`config.mk`:
```
export PLATFORM = sky130hd
export DESIGN_NAME = gearbox_tx_seq_ctrl_flat
export DESIGN_NICKNAME = d
export VERILOG_FILES = /design/src/rtl/gearbox_tx_seq_ctrl_pkg.sv /design/src/rtl/gearbox_tx_seq_ctrl_if.sv /design/src/rtl/gearbox_tx_seq_ctrl_frame_counter.sv /design/src/rtl/gearbox_tx_seq_ctrl.sv /design/src/flat_wrapper.sv
export SDC_FILE = /design/constraint.sdc
export NUM_CORES = 1
export LEC_CHECK = 0
export ABC_AREA = 1
export CAP_MARGIN = 20
export CORE_MARGIN = 5
export CORE_UTILIZATION = 51
export DETAILED_ROUTE_END_ITERATION = 8
export PLACE_DENSITY = 0.85
export SYNTH_ARGS = -nofsm -noshare
export SYNTH_HDL_FRONTEND = slang
export SYNTH_SLANG_ARGS = --single-unit
```
`constraint.sdc`:
```
create_clock -name i_clk -period 2.07 [get_ports i_clk]
set_clock_uncertainty 0.2 [all_clocks]
set_input_delay 0.207 -clock i_clk [delete_from_list [all_inputs] [get_ports i_clk]]
set_output_delay 0.207 -clock i_clk [all_outputs]
set_load 0.05 [all_outputs]
```
`src/rtl/gearbox_tx_seq_ctrl_pkg.sv`:
```
// Shared constants, state type and output decode for the 64b/66b TX gearbox sequencer.
package gearbox_pkg;

    localparam int DATA_WIDTH       = 32;
    localparam int HDR_WIDTH        = 2;
    localparam int BLOCKS_PER_FRAME = 32;
    localparam int PAUSE_CYCLES     = BLOCKS_PER_FRAME * HDR_WIDTH / DATA_WIDTH;
    localparam int RUN_CYCLES       = 2 * BLOCKS_PER_FRAME;
    localparam int FRAME_CYCLES     = RUN_CYCLES + PAUSE_CYCLES;
    localparam int CNT_W            = 7;
    localparam int SEQ_W            = 6;

    localparam logic [SEQ_W-1:0] SEQ_PAUSE_VAL = 6'd32;

    typedef enum logic [1:0] {
        IDLE,
        RUN,
        PAUSE
    } gbx_seq_state_t;

    typedef struct packed {
        logic             enc_ready;
        logic [SEQ_W-1:0] seq;
        logic             half;
        logic             hdr_valid;
        logic             pause;
        logic             frame_start;
    } gbx_out_t;

    // Output image for a given state and frame cycle; IDLE maps to all zeros.
    function automatic gbx_out_t gbx_decode(gbx_seq_state_t st, logic [CNT_W-1:0] cnt);
        gbx_out_t o;
        o = '0;
        case (st)
            RUN: begin
                o.enc_ready   = 1'b1;
                o.seq         = cnt[CNT_W-1:1];
                o.half        = cnt[0];
                o.hdr_valid   = ~cnt[0];
                o.frame_start = (cnt == '0);
            end
            PAUSE: begin
                o.seq   = SEQ_PAUSE_VAL;
                o.pause = 1'b1;
            end
            default: ;
        endcase
        return o;
    endfunction

endpackage

```
`src/rtl/gearbox_tx_seq_ctrl_if.sv`:
```
// Encoder/gearbox side signals of the TX gearbox sequencer.
interface gearbox_tx_seq_ctrl_if;

    logic       i_enable;
    logic       i_enc_valid;
    logic       o_enc_ready;
    logic [5:0] o_gbx_seq;
    logic       o_gbx_half;
    logic       o_gbx_hdr_valid;
    logic       o_gbx_pause;
    logic       o_frame_start;
    logic       o_seq_err;

    modport master (
        output i_enable, i_enc_valid,
        input  o_enc_ready, o_gbx_seq, o_gbx_half, o_gbx_hdr_valid,
        input  o_gbx_pause, o_frame_start, o_seq_err
    );

    modport slave (
        input  i_enable, i_enc_valid,
        output o_enc_ready, o_gbx_seq, o_gbx_half, o_gbx_hdr_valid,
        output o_gbx_pause, o_frame_start, o_seq_err
    );

endinterface

```
`src/rtl/gearbox_tx_seq_ctrl_frame_counter.sv`:
```
// gbx_frame_counter: modulo-66 frame cycle counter that only stops on a block boundary.
module gbx_frame_counter
    import gearbox_pkg::*;
(
    input  logic             i_clk,
    input  logic             i_reset_n,
    input  logic             i_start,
    input  logic             i_stop_req,
    output logic [CNT_W-1:0] o_cnt_nxt,
    output logic             o_wrap,
    output logic             o_run_done,
    output logic             o_stop
);

    localparam logic [CNT_W-1:0] LAST_RUN   = CNT_W'(RUN_CYCLES - 1);
    localparam logic [CNT_W-1:0] LAST_FRAME = CNT_W'(FRAME_CYCLES - 1);

    logic             r_active;
    logic [CNT_W-1:0] r_cnt;
    logic             w_active_nxt;
    logic [CNT_W-1:0] w_cnt_nxt;
    logic             w_boundary;

    // Odd counts end a block or the pause; the last block must still be followed by its pause.
    assign w_boundary = r_active && r_cnt[0] && (r_cnt != LAST_RUN);
    assign o_stop     = w_boundary && i_stop_req;
    assign o_wrap     = r_active && (r_cnt == LAST_FRAME);
    assign o_run_done = r_active && (r_cnt == LAST_RUN);
    assign o_cnt_nxt  = w_cnt_nxt;

    always_comb begin
        w_active_nxt = r_active;
        w_cnt_nxt    = r_cnt;
        if (!r_active) begin
            w_active_nxt = i_start;
            w_cnt_nxt    = '0;
        end else if (o_stop) begin
            w_active_nxt = 1'b0;
            w_cnt_nxt    = '0;
        end else if (o_wrap) begin
            w_cnt_nxt = '0;
        end else begin
            w_cnt_nxt = r_cnt + 1'b1;
        end
    end

    always_ff @(posedge i_clk) begin
        if (!i_reset_n) begin
            r_active <= 1'b0;
            r_cnt    <= '0;
        end else begin
            r_active <= w_active_nxt;
            r_cnt    <= w_cnt_nxt;
        end
    end

endmodule

```
`src/rtl/gearbox_tx_seq_ctrl.sv`:
```
// TX gearbox sequencer: paces the encoder and indexes gearbox blocks over a 66-cycle frame.
// Optional protocol checker on o_seq_err is built when GBX_SEQ_CHECK_EN is defined.
module gearbox_tx_seq_ctrl
    import gearbox_pkg::*;
(
    input  logic                  i_clk,
    input  logic                  i_reset_n,
    gearbox_tx_seq_ctrl_if.slave  bus
);

    // state | meaning
    // IDLE  | stopped, outputs zero, counter at 0
    // RUN   | cnt 0..63, one encoder word per cycle
    // PAUSE | cnt 64..65, gearbox drains buffered header bits

    gbx_seq_state_t   r_state;
    gbx_out_t         r_out;
    logic [CNT_W-1:0] w_cnt_nxt;
    logic             w_wrap;
    logic             w_run_done;
    logic             w_stop;

    gbx_frame_counter u_frame_counter (
        .i_clk      (i_clk),
        .i_reset_n  (i_reset_n),
        .i_start    (bus.i_enable),
        .i_stop_req (~bus.i_enable),
        .o_cnt_nxt  (w_cnt_nxt),
        .o_wrap     (w_wrap),
        .o_run_done (w_run_done),
        .o_stop     (w_stop)
    );

    // Outputs are decoded from the next count so they line up with the registered state.
    always_ff @(posedge i_clk) begin
        if (!i_reset_n) begin
            r_state <= IDLE;
            r_out   <= '0;
        end else begin
            case (r_state)
                IDLE: begin
                    if (bus.i_enable) begin
                        r_state <= RUN;
                        r_out   <= gbx_decode(RUN, w_cnt_nxt);
                    end else begin
                        r_out <= '0;
                    end
                end
                RUN: begin
                    if (w_stop) begin
                        r_state <= IDLE;
                        r_out   <= '0;
                    end else if (w_run_done) begin
                        r_state <= PAUSE;
                        r_out   <= gbx_decode(PAUSE, w_cnt_nxt);
                    end else begin
                        r_out <= gbx_decode(RUN, w_cnt_nxt);
                    end
                end
                PAUSE: begin
                    if (w_stop) begin
                        r_state <= IDLE;
                        r_out   <= '0;
                    end else if (w_wrap) begin
                        r_state <= RUN;
                        r_out   <= gbx_decode(RUN, w_cnt_nxt);
                    end else begin
                        r_out <= gbx_decode(PAUSE, w_cnt_nxt);
                    end
                end
                default: begin
                    r_state <= IDLE;
                    r_out   <= '0;
                end
            endcase
        end
    end

    assign bus.o_enc_ready     = r_out.enc_ready;
    assign bus.o_gbx_seq       = r_out.seq;
    assign bus.o_gbx_half      = r_out.half;
    assign bus.o_gbx_hdr_valid = r_out.hdr_valid;
    assign bus.o_gbx_pause     = r_out.pause;
    assign bus.o_frame_start   = r_out.frame_start;

`ifdef GBX_SEQ_CHECK_EN
    logic r_seq_err;
    logic r_h0_valid;

    // r_h0_valid remembers that the first word of the current block was sent.
    always_ff @(posedge i_clk) begin
        if (!i_reset_n) begin
            r_seq_err  <= 1'b0;
            r_h0_valid <= 1'b0;
        end else begin
            r_h0_valid <= (r_state == RUN) && !r_out.half && bus.i_enc_valid;
            if (((r_state != RUN) && bus.i_enc_valid) ||
                ((r_state == RUN) && r_out.half && !bus.i_enc_valid && r_h0_valid)) begin
                r_seq_err <= 1'b1;
            end
        end
    end

    assign bus.o_seq_err = r_seq_err;
`else
    logic w_unused_valid;
    assign w_unused_valid = bus.i_enc_valid;
    assign bus.o_seq_err  = 1'b0;
`endif

endmodule

```
`src/flat_wrapper.sv`:
```
// flat-port wrapper written by rule: the top's interface ports become plain ports
module gearbox_tx_seq_ctrl_flat import gearbox_pkg::*;
  (i_clk, i_reset_n, bus_i_enable, bus_i_enc_valid, bus_o_enc_ready, bus_o_gbx_seq, bus_o_gbx_half, bus_o_gbx_hdr_valid, bus_o_gbx_pause, bus_o_frame_start, bus_o_seq_err);
  gearbox_tx_seq_ctrl_if bus_i ();
  input  logic i_clk;
  input  logic i_reset_n;
  input wire logic [$bits(bus_i.i_enable)-1:0] bus_i_enable;
  input wire logic [$bits(bus_i.i_enc_valid)-1:0] bus_i_enc_valid;
  output wire logic [$bits(bus_i.o_enc_ready)-1:0] bus_o_enc_ready;
  output wire logic [$bits(bus_i.o_gbx_seq)-1:0] bus_o_gbx_seq;
  output wire logic [$bits(bus_i.o_gbx_half)-1:0] bus_o_gbx_half;
  output wire logic [$bits(bus_i.o_gbx_hdr_valid)-1:0] bus_o_gbx_hdr_valid;
  output wire logic [$bits(bus_i.o_gbx_pause)-1:0] bus_o_gbx_pause;
  output wire logic [$bits(bus_i.o_frame_start)-1:0] bus_o_frame_start;
  output wire logic [$bits(bus_i.o_seq_err)-1:0] bus_o_seq_err;
  assign bus_i.i_enable = bus_i_enable;
  assign bus_i.i_enc_valid = bus_i_enc_valid;
  assign bus_o_enc_ready = bus_i.o_enc_ready;
  assign bus_o_gbx_seq = bus_i.o_gbx_seq;
  assign bus_o_gbx_half = bus_i.o_gbx_half;
  assign bus_o_gbx_hdr_valid = bus_i.o_gbx_hdr_valid;
  assign bus_o_gbx_pause = bus_i.o_gbx_pause;
  assign bus_o_frame_start = bus_i.o_frame_start;
  assign bus_o_seq_err = bus_i.o_seq_err;
  gearbox_tx_seq_ctrl u_core (.i_clk(i_clk), .i_reset_n(i_reset_n), .bus(bus_i));
endmodule
```
# Word level (Yosys, flattened, before mapping)
# Index checks and enable logic that the tools add are counted.
[totals]
in_bits = 4
regBits = 21
[op_classes]
mux = 17
addsub = 1
n_eq_ne = 8
bitwise = 2
reduce_logical = 8
[op_table]
columns = ["op", "count"]
rows = [
  ["2-to-1 mux 11 bit", 5],
  ["case mux 11 bit (3 select lines)", 1],
  ["2-to-1 mux 7 bit", 3],
  ["2-to-1 mux 2 bit", 5],
  ["adder 7 x 1 -> 7 bit (second input constant)", 1],
  ["equality test 7 x 6 -> 1 bit (second input constant)", 1],
  ["equality test 7 bit (second input constant)", 1],
  ["zero test 7 bit", 1],
  ["inequality test 7 x 6 -> 1 bit (second input constant)", 1],
  ["inequality test 3 bit (second input constant)", 2],
  ["case mux 2 bit (3 select lines)", 1],
  ["logical AND 1 bit", 5],
  ["AND reduction 3 bit", 1],
  ["equality test 2 x 1 -> 1 bit (second input constant)", 1],
  ["equality test 2 bit (second input constant)", 1],
  ["zero test 2 bit", 1],
  ["2-to-1 mux 1 bit", 2],
  ["inequality test 2 bit (second input constant)", 1],
  ["inverter 1 bit", 2],
]

# Longest topological paths before layout
[depth]
word_depth = 9
depth_mapped = 12

# Cells and area by module
# From an unflattened synthesis, not the netlist that was laid out.
[unflattened]
hier_cells = 133
hier_area_um2 = 959.7
[modules_own_cells]
columns = ["mod", "cells_each", "area_per_inst_um2", "instances"]
rows = [
  ["gbx_frame_counter", 71, 490.5, 1],
  ["gearbox_tx_seq_ctrl", 62, 469.2, 1],
]

# Least setup slack after synthesis
# No wires, ideal clock.
[synth_timing]
kind = "register to register"
start = "reg u_core.u_frame_counter.r_cnt[0]"
end = "reg u_core.r_out, in the netlist u_core.bus.o_frame_start"
period_less_slack_ns = 1.626
n_path_buf = 0
required_ns = 1.757
stages_incl_launch_ff = 9
setup_ns = 0.113
setup_slack_ns = 0.444
arrival_time_ns = 1.313
path_cell_list = "dfxtp_1 -> ha_1 -> nand3_4 -> o21bai_4 -> nand3_1 -> nand2_1 -> nor2_1 -> nand2_1 -> nor2_1"
[synth_via]
elab_chain_cells = 9
elab_cells_between_ends = 19
cone_classes = "add/sub: 1; eq/ne: 3; mux: 9; reduce/logical: 6"
[synth_rtl]
columns = ["item", "line", "text"]
rows = [
  ["start: declaration", "gearbox_tx_seq_ctrl_frame_counter.sv:19", "logic [CNT_W-1:0] r_cnt;"],
  ["start signal: assignment", "gearbox_tx_seq_ctrl_frame_counter.sv:53", "r_cnt <= w_cnt_nxt;"],
  ["parallel branches: the longest is 8 deep, another holds adder 7 x 1 -> 7 bit", "--", ""],
  ["case mux 11 bit (3 select lines) (*)", "gearbox_tx_seq_ctrl.sv:40", "case (r_state)"],
  ["end signal: assignment", "gearbox_tx_seq_ctrl.sv:44", "r_out <= gbx_decode(RUN, w_cnt_nxt);"],
  ["end signal: assignment", "gearbox_tx_seq_ctrl.sv:66", "r_out <= gbx_decode(RUN, w_cnt_nxt);"],
  ["end signal: assignment", "gearbox_tx_seq_ctrl.sv:68", "r_out <= gbx_decode(PAUSE, w_cnt_nxt);"],
  ["end: declaration", "gearbox_tx_seq_ctrl.sv:17", "gbx_out_t r_out;"],
]
# Every way passes the cells marked *.
# A chain may end at the register's enable or synchronous reset.

# Worst setup path in the final report
[layout_timing]
start = "reg u_core.r_out, in the netlist u_core.bus.o_gbx_seq[1]"
end = "out bus_o_gbx_seq[1]"
[layout_rtl]
columns = ["item", "line", "text"]
rows = [
  ["start signal: assignment", "gearbox_tx_seq_ctrl.sv:44", ""],
  ["start signal: assignment", "gearbox_tx_seq_ctrl.sv:55", "r_out <= gbx_decode(PAUSE, w_cnt_nxt);"],
  ["start signal: assignment", "gearbox_tx_seq_ctrl.sv:57", "r_out <= gbx_decode(RUN, w_cnt_nxt);"],
  ["end: declaration", "flat_wrapper.sv:10", "output wire logic [$bits(bus_i.o_gbx_seq)-1:0] bus_o_gbx_seq;"],
]
# No word-level cell between the ends.

==> flow_summary.json <==
{
  "outcome": "finished clean",
  "worst_pin_slew_ps": 505,
  "crit_family": "buffers and inverters",
  "crit_fanout": 1,
  "synthCells": 124,
  "crit_required_ps": 1660,
  "path_buf_inv": 1,
  "cts_setup_buffers": 0,
  "ys_types": 26,
  "synth.yosys.seq_area_share_pct": 42.1,
  "synth_edf_count": 0,
  "synth_ff_type": "dfxtp_1",
  "clk_pin_slew_worst_paths_ps": 110,
  "critical_path_arrival_ps": 1450,
  "std_cell_rows": 16,
  "p_sw_share_pct": 27.7,
  "ant_nets": 0,
  "switching_power_uw": 199,
  "fin_setup_tns_ps": 0,
  "startpoint_type": "flip-flop",
  "reg2reg_depth": 8,
  "drv_cap": 0,
  "syn2layout_area_growth_pct": 18.0,
  "crit_slowest_cell": "clkdlybuf4s50_1",
  "initialDrtViolationCount": 9,
  "dieArea_mm2": 0.00294,
  "grt_max_degree": 17,
  "fin_crit_sh_pct": 89.6,
  "remaining_drc_errors": 0,
  "syn_area_um2": 998,
  "end_kind": "output pin",
  "grt_overflow": 0,
  "worstHoldStart": "i_reset_n",
  "cts_buffers": 3,
  "hold_viol_final": 0,
  "holdPathEnd": "u_core.bus.o_gbx_seq[5]",
  "track_usage_pct": 16.2,
  "postSynthAreaPerCell_um2": 8.05,
  "hold_class": "in -> reg",
  "synth_async_sr_flop_share_pct": 0,
  "hold_ws_ps": 317,
  "layout_min_cycle_time_ps": 1850,
  "clock-sinks": 21,
  "start_util_pct": 52.0,
  "wl_per_cell_um": 12.2,
  "r2r_end": "u_core.bus.o_frame_start",
  "reg2reg_from": "u_core.u_frame_counter.r_cnt[1]",
  "routabilityCongestion": 0.843,
  "core_mm2": 0.00192,
  "antenna_found_initial": 0,
  "layout-drive-gt1-share_pct": 15.8,
  "nets": 146,
  "grt_pass1_wl_um": 3440,
  "ioPinCount": 16,
  "port_buffers": 13,
  "reg2reg_slack_ps": 230,
  "whs_path_depth": 3,
  "ir_drop_v": 0.000463,
  "p_comb_share_pct": 14.1,
  "p_seq_share_pct": 59.0,
  "cts_buffer_depth": 2,
  "power_density_mw_per_mm2": 608,
  "vias": 863,
  "firstDrtPassIters": 4,
  "clk_latency_ps": 300,
  "dp_hpwl_um": 1560,
  "setup_violations": 0,
  "synth-seq-cells": 21,
  "die_height_um": 54.2,
  "synth_warnings": 0,
  "avgViaCountPerCell": 5.20,
  "cts_tree": "built",
  "critPathKind": "reg -> out",
  "p_int_uw": 518,
  "die_w_um": 54.2,
  "cts_resized": 0,
  "grt_pass1_vias": 839,
  "p_leak_uw": 0.000493,
  "cts.htree.levels": 1,
  "fmax_mhz": 539,
  "rsz0062_at_grt": "false",
  "drt-total-wl_um": 2030,
  "insertedDiodeCount": 0,
  "path_cells": "clkdlybuf4s50_1",
  "syn_nets": 130,
  "max_stage_delay_ps": 800,
  "pwr-share-clk_pct": 27.0,
  "root_buffer": "clkbuf_4",
  "cts_hold_buf": 0,
  "slew_viol_final": 0,
  "slew_headroom_pct": 66.2
}
==> cell usage after synthesis (2+ instances only) <==
cell	count	share of area, %
dfxtp_1	21	42
inv_1	18	6.8
nand2_1	17	6.4
nor2_1	16	6.0
nand3_1	12	6.0
nor3_1	5	2.5
a21oi_1	4	2.0
nor2_2	4	2.5
nand3_2	3	3.0
buf_4	2	1.5
ha_1	2	2.5
nand2_2	2	1.3
nand3_4	2	3.5
nand3b_1	2	1.5
nand4_1	2	1.3
nor2_4	2	2.3
==> layout make-up <==
class                      instances  area [um2]
inverter                          18        67.6
fill                             185         743
tap                               27        33.8
clock buffer                       3        22.5
clock inverter                     1        5.00
multi-input combinational         82         492
timing repair buffer              14         138
sequential                        21         420
==> worst max path at each step <==
stage / startpoint / end / slack (ps) / cells past startpoint
6_report: u_core.bus.o_gbx_seq[1] / bus_o_gbx_seq[1] / 220 / 1
3_3_place_gp: bus_i_enable / u_core.bus.o_frame_start / 270 / 9
4_1_cts: u_core.bus.o_gbx_seq[1] / bus_o_gbx_seq[1] / 210 / 1
3_5_place_dp: bus_i_enable / u_core.bus.o_frame_start / 210 / 9
5_1_grt: u_core.u_frame_counter.r_cnt[1] / u_core.bus.o_frame_start / 130 / 8
2_1_floorplan: u_core.u_frame_counter.r_cnt[0] / u_core.bus.o_frame_start / 440 / 8
==> placed cells by master, fill, tap and decap left out <==
cell type / n
nor2_2: 4
o21ai_0: 1
nand4_1: 2
a21oi_2: 1
dfxtp_1: 21
clkdlybuf4s50_1: 13
xor2_1: 1
nand3_2: 3
xnor2_1: 1
nor2_4: 2
o21ai_1: 1
buf_4: 1
nor3_1: 5
nor2_1: 16
nand2_1: 17
clkinv_2: 1
a21oi_1: 4
nand3b_1: 2
nand3_4: 2
nor3_2: 1
conb_1: 1
nand2_2: 2
a21oi_4: 1
clkbuf_4: 3
ha_1: 2
nand3_1: 12
inv_1: 18
o21bai_4: 1
==> stage by stage <==
stage	instances	power (uW)	area (um2)	worst slack, ps	util, %
after floorplan	124	505	998	444	-
after global placement	162	529	1150	268	59.9
after detailed placement	162	533	1150	208	59.9
after CTS	166	723	1180	206	61.3
after global routing	166	753	1180	127	61.3
final	166	717	1180	216	61.3
==> power groups by stage <==
stage               Clock, uW  Combinational, uW  Sequential, uW
floorplan                   0               53.7             451
global placement            0               97.9             431
detailed placement          0                101             432
CTS                       199                101             423
global route              219                110             424
finish                    193                101             423
==> cell families after synthesis <==
logic type,share of synthesized area [%]
buffers and inverters,8.65
DFF,42.1
other,0.376
and+or+nand+nor,37.2
adders and majority gates,2.51
AOI/OAI and AO/OA,7.39
xor gates and xnor gates,1.75
==> worst min-delay path, delay by kind of cell <==
kind,cells,cell delay (ps)
buffers and inverters,2,490
AND/OR/NAND/NOR,1,90
==> sequential cells by signal, summed over array words and instances (netlist names) <==
signal and flops:
u_core.bus.o_gbx_hdr_valid 1, u_core.bus.o_gbx_pause 1, u_core.bus.o_frame_start 1, u_core.u_frame_counter.r_active 1, u_core.bus.o_gbx_seq 6, u_core.r_state 2, u_core.u_frame_counter.r_cnt 7, u_core.bus.o_gbx_half 1
u_core.bus.o_enc_ready 1
==> layer usage <==
| layer | global-route usage, % | routed length (um) | vias to the layer above | share of wire (%) |
|---|---|---|---|---|
| li1 | - | - | 427 | - |
| met1 | 19.4 | 886 | 402 | 44 |
| met2 | 27.7 | 1020 | 26 | 50 |
| met3 | 4.09 | 83 | 8 | 4.1 |
| met4 | 6.22 | 44 | 0 | 2.2 |
| met5 | 0 | 0 | - | 0 |
No activity file was read; power rests on OpenSTA's default activity.
